## config.mk

```make
export PLATFORM = sky130hd
export DESIGN_NAME = isr_sched
export DESIGN_NICKNAME = d
export VERILOG_FILES = /design/src/rtl/isr_sched_pkg.sv /design/src/rtl/isr_rr_arb.sv /design/src/rtl/isr_sched.sv
export SDC_FILE = /design/constraint.sdc
export NUM_CORES = 1
export LEC_CHECK = 0
export CAP_MARGIN = 20
export CELL_PAD_IN_SITES_DETAIL_PLACEMENT = 0
export CELL_PAD_IN_SITES_GLOBAL_PLACEMENT = 1
export CORE_ASPECT_RATIO = 1.75
export CORE_MARGIN = 5
export CORE_UTILIZATION = 23
export DETAILED_ROUTE_END_ITERATION = 10
export PLACE_DENSITY_LB_ADDON = 0.15
export SLEW_MARGIN = 10
export SYNTH_ARGS = -nofsm -noshare
export SYNTH_HDL_FRONTEND = slang
export SYNTH_SLANG_ARGS = --single-unit
```

## constraint.sdc

```tcl
create_clock -name clock -period 2.3 [get_ports clock]
set_clock_uncertainty 0.2 [all_clocks]
set_input_delay 0.46 -clock clock [delete_from_list [all_inputs] [get_ports clock]]
set_output_delay 0.46 -clock clock [all_outputs]
set_load 0.005 [all_outputs]
```

## src/rtl/isr_sched_pkg.sv

```systemverilog
// Shared types and widths for the isr_sched round-robin square-root scheduler.
package isr_sched_pkg;
   localparam int VALUE_W  = 64;
   localparam int RESULT_W = 32;

   typedef enum logic [1:0] {
      IDLE,
      LOAD,
      WAIT,
      RESP
   } state_t;
endpackage

```

## src/rtl/isr_rr_arb.sv

```systemverilog
// Combinational round-robin picker: first pending requester after ptr, wrapping modulo NREQ.
module isr_rr_arb #(
   parameter int NREQ = 4,
   parameter int ID_W = $clog2(NREQ)
) (
   input  logic [NREQ-1:0] req,
   input  logic [ID_W-1:0] ptr,
   output logic [ID_W-1:0] grant,
   output logic            any
);

   // Walk from the farthest offset down to ptr+1 so the nearest pending requester wins.
   always_comb begin
      int idx;
      logic [ID_W-1:0] cand;
      idx   = 0;
      cand  = '0;
      grant = '0;
      any   = |req;
      for (int k = NREQ; k >= 1; k--) begin
         idx  = (int'(ptr) + k) % NREQ;
         cand = ID_W'(idx);
         if (req[cand]) begin
            grant = cand;
         end
      end
   end

endmodule

```

## src/rtl/isr_sched.sv

```systemverilog
// Round-robin scheduler sharing one integer-square-root unit among NREQ requesters.
// Optional last-operand cache enabled by defining ISR_SCHED_BYPASS_EN.
module isr_sched
   import isr_sched_pkg::*;
#(
   parameter int NREQ = 4,
   parameter int ID_W = $clog2(NREQ)
) (
   input  logic                     clock,
   input  logic                     reset,
   input  logic [NREQ-1:0]          req,
   input  logic [NREQ*VALUE_W-1:0]  req_value,
   output logic [NREQ-1:0]          ack,
   output logic [RESULT_W-1:0]      resp_result,
   output logic [ID_W-1:0]          resp_id,
   output logic                     busy,
   output logic                     isr_reset,
   output logic [VALUE_W-1:0]       isr_value,
   input  logic                     isr_done,
   input  logic [RESULT_W-1:0]      isr_result
);

   state_t                state;
   state_t                state_next;
   logic [ID_W-1:0]       ptr;
   logic [ID_W-1:0]       cap_id;
   logic [VALUE_W-1:0]    cap_value;
   logic [RESULT_W-1:0]   cap_result;
   logic [ID_W-1:0]       grant;
   logic                  any;
   logic [VALUE_W-1:0]    grant_value;
   logic                  hit;
   logic                  hit_q;
   logic [RESULT_W-1:0]   hit_result;

   isr_rr_arb #(.NREQ(NREQ), .ID_W(ID_W)) u_arb (
      .req   (req),
      .ptr   (ptr),
      .grant (grant),
      .any   (any)
   );

   assign grant_value = req_value[VALUE_W*int'(grant) +: VALUE_W];

`ifdef ISR_SCHED_BYPASS_EN
   logic                  last_valid;
   logic [VALUE_W-1:0]    last_value;
   logic [RESULT_W-1:0]   last_result;

   assign hit        = last_valid && (grant_value == last_value);
   assign hit_result = last_result;

   // The cache only learns from real ISR completions; hit_q marks a RESP served from it.
   always_ff @(posedge clock) begin
      if (reset) begin
         last_valid  <= 1'b0;
         last_value  <= '0;
         last_result <= '0;
         hit_q       <= 1'b0;
      end else begin
         hit_q <= (state == IDLE) && any && hit;
         if (state == WAIT && isr_done) begin
            last_valid  <= 1'b1;
            last_value  <= cap_value;
            last_result <= isr_result;
         end
      end
   end
`else
   assign hit        = 1'b0;
   assign hit_result = '0;
   assign hit_q      = 1'b0;
`endif

   always_comb begin
      state_next = state;
      case (state)
         IDLE:    if (any) state_next = hit ? RESP : LOAD;
         LOAD:    state_next = WAIT;
         WAIT:    if (isr_done) state_next = RESP;
         RESP:    state_next = IDLE;
         default: state_next = IDLE;
      endcase
   end

   // ptr moves to the winner on the edge that enters RESP, from either path.
   always_ff @(posedge clock) begin
      if (reset) begin
         state      <= IDLE;
         ptr        <= ID_W'(NREQ - 1);
         cap_id     <= '0;
         cap_value  <= '0;
         cap_result <= '0;
      end else begin
         state <= state_next;
         if (state == IDLE && any) begin
            cap_id    <= grant;
            cap_value <= grant_value;
            if (hit) begin
               cap_result <= hit_result;
               ptr        <= grant;
            end
         end
         if (state == WAIT && isr_done) begin
            cap_result <= isr_result;
            ptr        <= cap_id;
         end
      end
   end

   // The ISR is released from reset only while it is actually computing for us.
   always_comb begin
      busy        = (state != IDLE);
      isr_reset   = !((state == WAIT) || (state == RESP && !hit_q));
      isr_value   = cap_value;
      ack         = '0;
      resp_id     = '0;
      resp_result = '0;
      if (state == RESP) begin
         ack         = NREQ'(1) << cap_id;
         resp_id     = cap_id;
         resp_result = cap_result;
      end
   end

endmodule
```

==> results of run 1 <==
==> stage by stage <==
step | cell area [um^2] | TNS, ns | power, W | setup WS [ns] | cells
CTS | 11200 | -0.0178 | 0.00959 | -0.00643 | 1412
finish | 11300 | 0 | 0.00944 | 0.0610 | 1415
global placement | 10700 | -28.10 | 0.00748 | -0.503 | 1385
floorplan | 6000 | 0 | 0.00471 | 0.0953 | 683
global route | 11300 | 0 | 0.0101 | 0.00436 | 1415
detailed placement | 10700 | -30.77 | 0.00750 | -0.535 | 1385
==> power by group <==
part	internal, W	total, W	switching (W)
Combinational	0.00285	0.00504	0.00219
Sequential	0.00233	0.00264	0.000312
Clock	0.000970	0.00176	0.000791
==> critical path, delay by kind of cell, from the launching register on <==
kind / cells / cell delay [ns]
adders and majority gates: 1 / 0.18
buffers and inverters: 2 / 0.53
and+or+nand+nor: 1 / 0.14
DFF: 1 / 0.36
==> flip-flops by register name (all words and copies together) (netlist names) <==
register / count
isr_value: 64
cap_result: 32
cap_id: 2
ptr: 2
state: 2
==> Yosys cell counts, types with 2 or more instances <==
master	n	area share, %
a2111oi_0	9	1.3
a2111oi_1	15	2.5
a211oi_1	26	3.3
a21oi_1	35	2.9
a31oi_1	25	2.6
and2_1	35	3.6
and3_1	2	0.21
buf_2	19	1.6
buf_4	4	0.50
buf_6	5	0.94
clkbuf_1	41	2.6
dfxtp_1	102	34
ha_1	3	0.63
inv_1	28	1.8
mux2_1	4	0.75
mux2_2	8	1.5
mux2i_1	91	15
nand2_1	69	4.3
nand2b_1	5	0.52
nand3_1	24	2.0
nand3b_1	41	5.1
nor2_1	36	2.3
nor2b_1	3	0.31
nor3b_1	2	0.25
o221ai_1	19	2.8
o221ai_2	20	5.0
or3_1	2	0.21
==> metal layers <==
layer  up-vias  part of all wire (%)  GRT usage (%)
li1       3301                     -              -
met5         -                     0              0
met1      3120                    37           20.4
met2       269                    54           35.7
met3        19                   7.3           5.60
met4         0                   1.5           5.38
==> final cells by class <==
type,count,area (um^2),share of cell area (%)
inverters,28,105,0.931
clock inverters,7,103,0.909
flip-flops and latches,102,2050,18.1
multi-input cells,484,3590,31.8
diodes,3,7.51,0.0665
repair buffers,462,4810,42.6
clock buffers,9,225,1.99
well taps,320,400,3.55
==> cells by family after synthesis <==
| logic type | Yosys count |
|---|---|
| AND/OR/NAND/NOR | 223 |
| flip-flops | 102 |
| buffers and inverters | 97 |
| multiplexers | 103 |
| adder cells (fa/ha/maj) | 3 |
| AO/OA/AOI/OAI | 155 |
==> repair_timing <==
action,CTS,global route
setup endpoints to repair,101,55
pin swaps,11,2
resized for setup,61,18
buffers inserted,4,0
cloned,7,0
==> worst paths after layout <==
check	depth (start not counted)	from	endpoint	slack (ns)
setup / recovery	4	state[0]	resp_result[8]	0.06
hold / removal	2	cap_result[7]	cap_result[7]	0.25
setup reg to reg	6	ptr[0]	isr_value[5]	0.14
hold reg to reg	2	cap_result[7]	cap_result[7]	0.25
==> flow_summary.json, run 1 <==
{
  "max_stage_delay_ns": 0.36,
  "clkTransAtPathRegs_ns": 0.08,
  "required_ns": 1.64,
  "drc": 0,
  "grt_antenna_before_repair": 3,
  "synthSimpleGateAreaFrac_pct": 19.2,
  "std_cell_rows": 78,
  "synth_nets": 981,
  "synthArstFlopShare_pct": 0,
  "worst_path_max_delay_cell": "dfxtp_4",
  "fin_util_pct": 43.7,
  "start_util_pct": 23.2,
  "htree_levels": 3,
  "rsz0062_at_grt": "no",
  "clock_sinks": 102,
  "leakage_nw": 4.57,
  "power.density_nw_per_um2": 836,
  "ys.flop_type": "dfxtp_1",
  "dp_hpwl_mm": 22.0,
  "synth_top_family_by_area": "compound AO/OA/AOI/OAI gates",
  "drive_above_1_share_pct": 11.7,
  "synth_xor_area_share_pct": 0,
  "hp-class": "flop to flop",
  "final_max_slew_viol_count": 0,
  "fin_crit_sh_pct": 97.3,
  "syn_area_um2": 6000,
  "grt_pass1_vias": 6938,
  "firstDrtPassIters": 4,
  "fmax_ghz": 0.447,
  "hold_ws_ns": 0.251,
  "worstPathMaxFanout": 12,
  "numCtsBuffers": 9,
  "critPathArrivalTime_ns": 1.58,
  "core-area_um2": 25900,
  "num_vias": 6709,
  "status": "complete, no violations",
  "syn_inst": 683,
  "post_drt_wl_per_cell_um": 20.5,
  "min_period_ns": 2.24,
  "startpoint_type": "flop",
  "nFillCells": 2568,
  "portBuffers": 398,
  "clk_latency_ns": 0.36,
  "crit_path_end_kind": "output pin",
  "final_common_cell": "clkdlybuf4s50_1",
  "cts_hold_buffers": 0,
  "drt_iter0_drc": 211,
  "synth_warnings": 0,
  "hold_viol_final": 0,
  "die_w_um": 132,
  "dieArea_um2": 29500,
  "critPathKind": "flop to output pin",
  "synth_cell_type_count": 37,
  "synth_edf_count": 0,
  "grtUsageTotal_pct": 19.0,
  "pin_count": 399,
  "ys_seq_area_share_pct": 34.0,
  "cts_tree": "built",
  "routed_wl_mm": 29.0,
  "die_y_um": 224,
  "viasPerCell": 4.74,
  "synth-compound-area-share_pct": 21.3,
  "synth_mux_area_share_pct": 17.4,
  "grt_overflow": 0,
  "grt_pass1_wl_mm": 43.6,
  "synthAdderAreaFrac_pct": 0.626,
  "worst_pin_slew_ns": 0.675,
  "gp_congestion": 0.792,
  "max_slew_margin_pct": 55.0,
  "final_cell_mix": "clkdlybuf4s50_1, dfxtp_1, mux2i_1",
  "drv_cap": 0,
  "ir_drop_uv": 366,
  "grt_max_degree": 66,
  "clk_path_buf_depth": 2,
  "finalSetupViolations": 0,
  "cts_root_buf": "clkbuf_16",
  "worstPathCellList": "ha_4 -> bufbuf_16 -> and2_1 -> dlygate4sd2_1",
  "nets": 1385,
  "drtAntennaViolNets": 0,
  "ys_seq_elements": 102,
  "syn_avg_cell_area_um2": 8.78,
  "syn_to_final_growth_pct": 88.2
}
Power figures use the tool's default switching activity.
==> inputs of run 2 (changes only) <==
--- a/config.mk
+++ b/config.mk
@@ -8,10 +8,10 @@
 export CAP_MARGIN = 20
 export CELL_PAD_IN_SITES_DETAIL_PLACEMENT = 0
 export CELL_PAD_IN_SITES_GLOBAL_PLACEMENT = 1
-export CORE_ASPECT_RATIO = 1.75
-export CORE_MARGIN = 5
-export CORE_UTILIZATION = 23
+export CORE_AREA = 5 5 153 155
 export DETAILED_ROUTE_END_ITERATION = 10
+export DIE_AREA = 0 0 158 160
+export DONT_BUFFER_PORTS = 1
 export PLACE_DENSITY_LB_ADDON = 0.15
 export SLEW_MARGIN = 10
 export SYNTH_ARGS = -nofsm -noshare
==> flow_summary.json, run 2 (synthesized netlist as in run 1, its figures left out) <==
{
  "dieArea_um2": 25300,
  "cts_tree": "built",
  "finalSetupTns_ns": 0,
  "dp_cells": 923,
  "final_common_cell": "dfxtp_1",
  "finalSetupViolations": 0,
  "max_slew_margin_pct": 68.6,
  "clk_latency_ns": 0.35,
  "clkTransAtPathRegs_ns": 0.08,
  "rsz0062_at_grt": "no",
  "portBuffers": 0,
  "seq_power_share_pct": 39.3,
  "fin_cells": 942,
  "combPwrFrac_pct": 38.3,
  "p_clk_share_pct": 22.4,
  "required_ns": 1.64,
  "num_vias": 5228,
  "fmax_ghz": 0.473,
  "gp_congestion": 0.819,
  "crit_path_end_kind": "output pin",
  "drtAntennaViolNets": 0,
  "final_max_slew_viol_count": 0,
  "hold_path_depth": 2,
  "drive_above_1_share_pct": 12.6,
  "drv_cap": 0,
  "r2r_setup_slack_ns": 0.19,
  "status": "complete, no violations",
  "ff2ff_path_depth": 5,
  "drt_iter0_drc": 277,
  "r2r_end": "isr_value[3]",
  "critPathArrivalTime_ns": 1.45,
  "grt_max_degree": 58,
  "clk_path_buf_depth": 2,
  "p_switching_w": 0.00285,
  "fin_crit_sh_pct": 91.9,
  "hp-class": "input port to flop",
  "leakage_nw": 2.60,
  "min_period_ns": 2.11,
  "grt_pass1_wl_mm": 32.9,
  "post_drt_wl_per_cell_um": 24.1,
  "grtUsageTotal_pct": 16.7,
  "pin_count": 399,
  "post_dp_cell_area_um2": 6350,
  "hold_end": "cap_result[20]",
  "p_sw_share_pct": 39.6,
  "power.density_nw_per_um2": 1080,
  "final_area_um2": 6700,
  "die_y_um": 160,
  "firstDrtPassIters": 4,
  "ir_drop_uv": 325,
  "routed_wl_mm": 22.7,
  "numCtsBuffers": 9,
  "largest_reg_flops": 64,
  "place_ws_ns": -0.0354,
  "grt_antenna_before_repair": 4,
  "worst_pin_slew_ns": 0.471,
  "reg2reg_from": "ptr[0]",
  "startpoint_type": "flop",
  "start_util_pct": 27.7,
  "viasPerCell": 5.55,
  "critPathKind": "flop to output pin",
  "grt_overflow": 0,
  "final_cell_mix": "dfxtp_1, mux2i_1, nand2_1",
  "grt_pass1_vias": 5384,
  "hold_viol_final": 0,
  "worstPathMaxFanout": 17,
  "worstHoldStart": "isr_result[20]",
  "hold_ws_ns": 0.0366,
  "std_cell_rows": 54,
  "drc": 0,
  "nFillCells": 2244,
  "syn_to_final_growth_pct": 11.7,
  "clock_sinks": 102,
  "setup_slack_ns": 0.186,
  "dp_hpwl_mm": 16.9,
  "nets": 954,
  "htree_levels": 3,
  "core-area_um2": 21700,
  "die_w_um": 158,
  "p_int_w": 0.00436,
  "cts_root_buf": "clkbuf_16"
}
[run 2: metal layers]
layer  GRT usage (%)  up-vias  routed length, um
met4            5.31        6                566
met1            18.0     2483               8300
met5               0        -                 45
met2            30.2      261              11600
met3            5.79       33               2210
li1                -     2445                  -
[run 2: critical path, cell delays in order (launching register included)]
cell     delay (ns)
dfxtp_1        0.37
ha_2           0.30
buf_4          0.23
and2_1         0.20
[run 2: worst max path at each step]
stage              from              end  slack [ns]  cells past startpoint
2_1_floorplan    req[1]    isr_value[10]         0.1                      7
3_3_place_gp     req[1]    isr_value[20]      -0.005                      5
3_5_place_dp     req[1]    isr_value[18]       -0.04                      5
4_1_cts        state[1]  resp_result[25]        0.05                      3
5_1_grt          ptr[0]    isr_value[34]        0.04                      6
6_report       state[1]  resp_result[25]        0.19                      3
[run 2: area by class of cell]
type                    count  area [um^2]  area share, %
repair buffers             31          355           5.30
flip-flops and latches    102         2040           30.5
diodes                      1         2.50         0.0373
well taps                 280          350           5.23
multi-input cells         484         3540           52.9
clock inverters             7         78.8           1.18
clock buffers               9          225           3.36
inverters                  28          105           1.57
[run 2: what timing repair did]
action,4_1_cts,5_1_grt
endpoints found under the setup margin,0,13
hold buffers,2,0
resized for setup,0,2
buffers inserted,0,0
hold endpoints to repair,56,0
[run 2: metrics by stage]
stage               util (%)  total power (W)
finish                  30.9          0.00721
global placement        29.3          0.00557
CTS                     30.9          0.00735
detailed placement      29.3          0.00566
global route            30.9          0.00770
floorplan                  -          0.00471
[run 2: power by group through the flow]
stage          registers [W]  clock network (W)  logic, W
2_1_floorplan        0.00267                  0   0.00205
3_3_place_gp         0.00288                  0   0.00269
3_5_place_dp         0.00288                  0   0.00279
4_1_cts              0.00284            0.00169   0.00282
5_1_grt              0.00289            0.00174   0.00307
6_report             0.00283            0.00162   0.00276
